[src/rtl/decoder_scan_sequencer_if.sv]
// Control/status bundle between a scan controller and the decoder scan sequencer.
// The controller side drives the scan request and settings; the sequencer side drives the decoder and status.
interface decoder_scan_sequencer_if #(
   parameter int DWELL_W = 8,
   parameter int BLANK_W = 4
);
   logic               start;
   logic               stop;
   logic               cont;
   logic [7:0]         mask;
   logic [DWELL_W-1:0] dwell;
   logic [BLANK_W-1:0] blank;
   logic               A;
   logic               B;
   logic               C;
   logic               en;
   logic               busy;
   logic               frame_done;

   modport master (
      output start, stop, cont, mask, dwell, blank,
      input  A, B, C, en, busy, frame_done
   );

   modport slave (
      input  start, stop, cont, mask, dwell, blank,
      output A, B, C, en, busy, frame_done
   );
endinterface

[src/rtl/decoder_scan_sequencer.sv]
// Scans the masked channels of a 3-to-8 decoder in ascending order.
// Each channel gets an optional en-low blanking gap, then an en-high dwell.
module decoder_scan_sequencer #(
   parameter int DWELL_W = 8,
   parameter int BLANK_W = 4
) (
   input logic                    clk,
   input logic                    rst,
   decoder_scan_sequencer_if.slave bus
);
   localparam int CNT_W = (DWELL_W > BLANK_W) ? DWELL_W : BLANK_W;

   typedef enum logic [1:0] {IDLE, BLANK, DWELL} state_t;

   state_t             state_q, state_d;
   logic [2:0]         sel_q, sel_d;
   logic [CNT_W-1:0]   cnt_q, cnt_d;
   logic [7:0]         mask_q, mask_d;
   logic [DWELL_W-1:0] dwell_q, dwell_d;
   logic [BLANK_W-1:0] blank_q, blank_d;
   logic               en_q, en_d;
   logic               busy_q, busy_d;
   logic               fd_q, fd_d;
   logic               launch;
   logic [BLANK_W-1:0] l_blank;
   logic [DWELL_W-1:0] l_dwell;
   logic [3:0]         nxt;

   function automatic logic [2:0] lowest(input logic [7:0] m);
      logic [2:0] r;
      r = '0;
      for (int i = 7; i >= 0; i--)
         if (m[i]) r = 3'(i);
      return r;
   endfunction

   // {found, index} of the next set bit strictly above cur; no wrap.
   function automatic logic [3:0] next_ch(input logic [7:0] m, input logic [2:0] cur);
      logic [3:0] r;
      r = '0;
      for (int i = 7; i >= 0; i--)
         if (m[i] && (i > int'(cur))) r = {1'b1, 3'(i)};
      return r;
   endfunction

   // Counter holds cycles remaining minus one; dwell 0 behaves as 1.
   function automatic logic [CNT_W-1:0] dwell_load(input logic [DWELL_W-1:0] d);
      return (d == '0) ? '0 : CNT_W'(d) - CNT_W'(1);
   endfunction

   always_ff @(posedge clk or posedge rst) begin
      if (rst) state_q <= IDLE;
      else     state_q <= state_d;
   end

   always_comb begin
      state_d = state_q;
      sel_d   = sel_q;
      cnt_d   = cnt_q;
      mask_d  = mask_q;
      dwell_d = dwell_q;
      blank_d = blank_q;
      fd_d    = 1'b0;
      launch  = 1'b0;
      l_blank = blank_q;
      l_dwell = dwell_q;
      nxt     = next_ch(mask_q, sel_q);
      if (bus.stop) begin
         state_d = IDLE;
         cnt_d   = '0;
      end else begin
         case (state_q)
            IDLE: begin
               if (bus.start && (bus.mask != '0)) begin
                  mask_d  = bus.mask;
                  dwell_d = bus.dwell;
                  blank_d = bus.blank;
                  sel_d   = lowest(bus.mask);
                  launch  = 1'b1;
                  l_blank = bus.blank;
                  l_dwell = bus.dwell;
               end
            end
            BLANK: begin
               if (cnt_q == '0) begin
                  state_d = DWELL;
                  cnt_d   = dwell_load(dwell_q);
               end else begin
                  cnt_d = cnt_q - CNT_W'(1);
               end
            end
            DWELL: begin
               if (cnt_q != '0) begin
                  cnt_d = cnt_q - CNT_W'(1);
               end else if (nxt[3]) begin
                  sel_d  = nxt[2:0];
                  launch = 1'b1;
               end else begin
                  // End of frame: continuous mode re-reads the settings here.
                  fd_d    = 1'b1;
                  state_d = IDLE;
                  cnt_d   = '0;
                  if (bus.cont) begin
                     mask_d  = bus.mask;
                     dwell_d = bus.dwell;
                     blank_d = bus.blank;
                     if (bus.mask != '0) begin
                        sel_d   = lowest(bus.mask);
                        launch  = 1'b1;
                        l_blank = bus.blank;
                        l_dwell = bus.dwell;
                     end
                  end
               end
            end
            default: state_d = IDLE;
         endcase
         if (launch) begin
            if (l_blank != '0) begin
               state_d = BLANK;
               cnt_d   = CNT_W'(l_blank) - CNT_W'(1);
            end else begin
               state_d = DWELL;
               cnt_d   = dwell_load(l_dwell);
            end
         end
      end
   end

   always_comb begin
      en_d   = (state_d == DWELL);
      busy_d = (state_d != IDLE);
   end

   always_ff @(posedge clk or posedge rst) begin
      if (rst) begin
         sel_q   <= '0;
         cnt_q   <= '0;
         mask_q  <= '0;
         dwell_q <= '0;
         blank_q <= '0;
         en_q    <= 1'b0;
         busy_q  <= 1'b0;
         fd_q    <= 1'b0;
      end else begin
         sel_q   <= sel_d;
         cnt_q   <= cnt_d;
         mask_q  <= mask_d;
         dwell_q <= dwell_d;
         blank_q <= blank_d;
         en_q    <= en_d;
         busy_q  <= busy_d;
         fd_q    <= fd_d;
      end
   end

   assign bus.A          = sel_q[2];
   assign bus.B          = sel_q[1];
   assign bus.C          = sel_q[0];
   assign bus.en         = en_q;
   assign bus.busy       = busy_q;
   assign bus.frame_done = fd_q;
endmodule

[src/flat_wrapper.sv]
// flat-port wrapper written by rule: the top's interface ports become plain ports
module decoder_scan_sequencer_flat 
#(
   parameter int DWELL_W = 8,
   parameter int BLANK_W = 4
)
  (clk, rst, bus_start, bus_stop, bus_cont, bus_mask, bus_dwell, bus_blank, bus_A, bus_B, bus_C, bus_en, bus_busy, bus_frame_done);
  decoder_scan_sequencer_if #(.DWELL_W(DWELL_W), .BLANK_W(BLANK_W)) bus_i ();
  input logic clk;
  input logic rst;
  input wire logic [$bits(bus_i.start)-1:0] bus_start;
  input wire logic [$bits(bus_i.stop)-1:0] bus_stop;
  input wire logic [$bits(bus_i.cont)-1:0] bus_cont;
  input wire logic [$bits(bus_i.mask)-1:0] bus_mask;
  input wire logic [$bits(bus_i.dwell)-1:0] bus_dwell;
  input wire logic [$bits(bus_i.blank)-1:0] bus_blank;
  output wire logic [$bits(bus_i.A)-1:0] bus_A;
  output wire logic [$bits(bus_i.B)-1:0] bus_B;
  output wire logic [$bits(bus_i.C)-1:0] bus_C;
  output wire logic [$bits(bus_i.en)-1:0] bus_en;
  output wire logic [$bits(bus_i.busy)-1:0] bus_busy;
  output wire logic [$bits(bus_i.frame_done)-1:0] bus_frame_done;
  assign bus_i.start = bus_start;
  assign bus_i.stop = bus_stop;
  assign bus_i.cont = bus_cont;
  assign bus_i.mask = bus_mask;
  assign bus_i.dwell = bus_dwell;
  assign bus_i.blank = bus_blank;
  assign bus_A = bus_i.A;
  assign bus_B = bus_i.B;
  assign bus_C = bus_i.C;
  assign bus_en = bus_i.en;
  assign bus_busy = bus_i.busy;
  assign bus_frame_done = bus_i.frame_done;
  decoder_scan_sequencer #(.DWELL_W(DWELL_W), .BLANK_W(BLANK_W)) u_core (.clk(clk), .rst(rst), .bus(bus_i));
endmodule
[config.mk]
export PLATFORM = sky130hd
export DESIGN_NAME = decoder_scan_sequencer_flat
export DESIGN_NICKNAME = d
export VERILOG_FILES = /design/src/rtl/decoder_scan_sequencer_if.sv /design/src/rtl/decoder_scan_sequencer.sv /design/src/flat_wrapper.sv
export SDC_FILE = /design/constraint.sdc
export NUM_CORES = 1
export LEC_CHECK = 0
export ABC_CLOCK_PERIOD_IN_PS = 5520
export CORE_MARGIN = 2
export CORE_UTILIZATION = 45
export DETAILED_ROUTE_END_ITERATION = 10
export DONT_BUFFER_PORTS = 1
export GPL_ROUTABILITY_DRIVEN = 0
export GPL_TIMING_DRIVEN = 0
export SLEW_MARGIN = 30
export SYNTH_ARGS = -nofsm -noshare
export SYNTH_HDL_FRONTEND = slang
export SYNTH_SLANG_ARGS = --single-unit
[constraint.sdc]
create_clock -name clk -period 5.52 [get_ports clk]
set_input_delay 0.828 -clock clk [delete_from_list [all_inputs] [get_ports clk]]
set_output_delay 0.828 -clock clk [all_outputs]
set_load 0.05 [all_outputs]
==> metrics.md <==
| Metric | Value |
|---|---|
| Gr usage total | 0.2145 |
| Site row count | 27 |
| Top-count cell post-synth | dfrtp_1 |
| Maximum buffer depth of the clock tree | 2 |
| CP max-delay cell | dfrtp_1 |
| Comb pwr share | 0.552 |
| Die height | ~80 um |
| DRT iter0 DRCs | 226 |
| Min Tclk post-route | around 4400 ps |
| First-pass GRT wire length | 10.54 mm |
| Crit path kind | reg -> reg |
| Remaining global-route overflow | 0 |
| Hold Violations, Final | 0 |
| Clock Latency Late Sink | 290 ps |
| Fmax | ~0.23 GHz |
| Crit-path max cell delay | 660 ps |
| Drt wl/cell | roughly 17 um |
| FF+latch count, synth | 35 |
| Area fraction of the dominant cell type after synthesis | 0.3401 |
| DR DRC count | 0 |
| Ant diodes | 0 |
| Synthesis-to-finish area growth | 8.941% |
| Worst path top cell family by delay | compound AO/OA/AOI/OAI gates |
| Area after DPL | 0.002693 mm2 |
| Avg Cell Area, Syn | 8.849 um2 |
| Area leader, netlist | dfrtp_1 |
| Core Region | around 0.0055 mm2 |
| Worst-path maximum fanout | 10 |
| Type of origin of the critical path | flop |
| EDFF count, synth | 0 |
| Status | finished, final reports clean |
| Design area | roughly 0.0028 mm2 |
| Worst hold path type | in -> async |
| Max-cap violations | 0 |
| Max IR drop VDD | ~0.00025 V |
| Internal | between 0.9 and 1 mW |
| Final total power | around 1.7 mW |
| Flop pwr share | 0.324 |
| Critical path buffers and inverters | 4 |
| Die X | roughly 80 um |
| Initial Util | 0.4676 |
| Placed Cells | ~360 |
| R2R Setup Slk | between 1000 and 1500 ps |
| Library cells used by synthesis | 49 |
| Cell breakdown of the critical path | clkbuf_1 > o2bb2ai_1 > nand4_1 > a211o_1 > o41a_1 > buf_6 > buf_6 > buf_2 > mux2i_1 > ha_1 > nor3b_1 > mux2i_1 > or3_1 > o31ai_2 |
| Slew margin rel. | 0.5462 |
| R2r worst-path depth | 14 |
| Mapped Cells | between 200 and 300 |
| CTS tree | built |
| Fin. max-slew vios | 0 |
| Ranking of synthesized cells by area | dfrtp_1 (34%), mux2_2 (7.9%), mux2i_1 (5.1%) |
| Initial antenna violation count | 0 |
| Post_cts resized | 0 |
| NetSw | a little over 0.8 mW |
| HPWL after DPL | around 4.7 mm |
| Pwr/cell area | about 600 mW/mm2 |
| IO Port Bufs | 0 |
| # IOs | 31 |
| FF-to-FF Start | u_core.sel_q[2]$_DFFE_PP0P_ |
| Sequential fraction of the synthesis area | 0.3401 |
| Via count | around 2200 |
| Post-synthesis cell area | 0.002575 mm2 |
| Post-CTS Hold Buffers | 0 |
| CP Data Required Time | around 5700 ps |
| H-tree levels | 2 |
| Prevailing post-synth register cell | dfrtp_1 |
| Crit end category | flop |
| Pin count of the biggest net entering global routing | 22 |
| Skew final | ~5.4 ps |
| Sw Ratio | 0.4696 |
| Ys Warns | 0 |
| RSZ-0062 raised after global routing | false |
| CTS Buf Count | 5 |
| Most frequent cells after synthesis | dfrtp_1 (35), nor2_1 (30), nand2_1 (29) |
| Period utilization | 0.8048 |
| P_leak | roughly 1.1 nW |
| Fin nets | 330 |
| Syn nets | 322 |
| TritonRoute pass-1 iters | 4 |
| Clock Pin Slew Worst Setup and Hold Paths | around 80 ps |
| Vias per Instance | 5.782 |
| Setup TNS | 0 ps |
| Clk pwr share | 0.123 |
| Final ANT Viol Nets | 0 |
| Reg2reg end | u_core.cnt_q[7]$_DFFE_PP0P_ |
| Vias in the first global route | roughly 2200 |
| Final std cells w/o fill | roughly 370 |
| Slew at the pin closest to its max-slew limit | 680.8 ps |
| Die ar. | 0.006343 mm2 |
| Post-CTS Repair Setup Buffers | 0 |
| Worst Path Arrival | 4650 ps |
| # setup viols final | 0 |
| Fraction of registers with async set/reset | 1.000 |
| Share of cells above drive strength 1 | 0.1267 |
| Clock sinks | 35 |
| Root buf cell | clkbuf_8 |
| Overall routed net length | 6.147 mm |
==> registers in the layout, summed over array words and instances, names as in the netlist <==
register / count
u_core.cnt_q: 8
u_core.dwell_q: 8
u_core.mask_q: 7
u_core.blank_q: 4
u_core.sel_q: 3
u_core.state_q: 2
u_core.bus.busy: 1
u_core.bus.en: 1
u_core.bus.frame_done: 1
==> power groups by stage <==
stage | Sequential, mW | Combinational [mW] | Clock, mW
after floorplan | 0.515 | 0.758 | 0
after global placement | 0.552 | 0.924 | 0
after detailed placement | 0.554 | 0.929 | 0
after CTS | 0.550 | 0.935 | 0.218
after global routing | 0.575 | 1.06 | 0.231
final | 0.556 | 0.947 | 0.212
==> stage by stage <==
stage	hold slack (ps)	util	setup slack, ps
detailed placement	513.2	0.4890	1142
global route	400.3	0.5094	800.5
finish	393.8	0.5094	1077
floorplan	471.7	-	1564
global placement	497.9	0.4840	1113
CTS	404.9	0.5078	1095
==> routing by layer <==
metal | share of wire | GRT usage | vias to the layer above
li1 | - | - | 1082
met1 | 0.51 | 0.3209 | 1018
met2 | 0.44 | 0.3118 | 46
met3 | 0.045 | 0.04977 | 5
met4 | 0.0086 | 0.05000 | 0
met5 | 0 | 0 | -
==> worst reg2reg max path: stages (launching register included) <==
cell	delay, ps
dfrtp_1	660
clkbuf_1	380
o2bb2ai_1	180
nand4_1	140
a211o_1	360
o41a_1	440
buf_6	150
buf_6	150
buf_2	190
mux2i_1	170
ha_1	300
nor3b_1	240
mux2i_1	240
or3_1	500
o31ai_2	260
==> how the worst max path moves through the flow <==
stage | endpoint | startpoint | slack, ps | cells past startpoint
after global routing | u_core.bus.en$_DFF_PP0_ | u_core.sel_q[2]$_DFFE_PP0P_ | 800 | 15
after global placement | u_core.cnt_q[7]$_DFFE_PP0P_ | u_core.sel_q[2]$_DFFE_PP0P_ | 1110 | 14
after CTS | u_core.cnt_q[7]$_DFFE_PP0P_ | u_core.sel_q[2]$_DFFE_PP0P_ | 1090 | 14
after detailed placement | u_core.cnt_q[7]$_DFFE_PP0P_ | u_core.sel_q[2]$_DFFE_PP0P_ | 1140 | 14
after floorplan | u_core.cnt_q[7]$_DFFE_PP0P_ | u_core.cnt_q[0]$_DFFE_PP0P_ | 1560 | 14
final | u_core.cnt_q[7]$_DFFE_PP0P_ | u_core.sel_q[2]$_DFFE_PP0P_ | 1080 | 14
==> cell families (layout without fill, tap and decap cells) <==
kind of cell    count (synthesis)  in the layout  synth area share
flops                          35             35            0.3401
buf+inv                        23             32           0.04033
simple gates                  106            106            0.2119
compound gates                 74             74            0.1949
mux                            31             31            0.1292
fa+ha+maj                       6              6           0.02915
xor+xnor                       16             16           0.05442
==> area by class of cell <==
cell class | count | area, um2
sequential | 35 | 875.8
inverter | 11 | 41.29
buffer | 12 | 62.56
tap | 72 | 90.09
timing repair buffer | 1 | 27.53
clock inverter | 1 | 7.507
multi-input combinational | 233 | 1604
fill | 509 | 2701
clock buffer | 7 | 96.34
==> placed cells by master (no fill, tap or decap), drive strengths merged, types with 4 or more instances in the layout <==
cell / count
nand3: 4
a21oi: 12
nand2b: 7
nor4: 5
dfrtp: 35
o21ai: 19
o22ai: 7
or4: 4
a32o: 5
nand2: 29
mux2: 18
mux2i: 13
xor2: 8
buf: 5
nor2: 30
nor3: 11
clkbuf: 15
inv: 11
ha: 6
xnor2: 8
(Power assumes the default switching activity.)
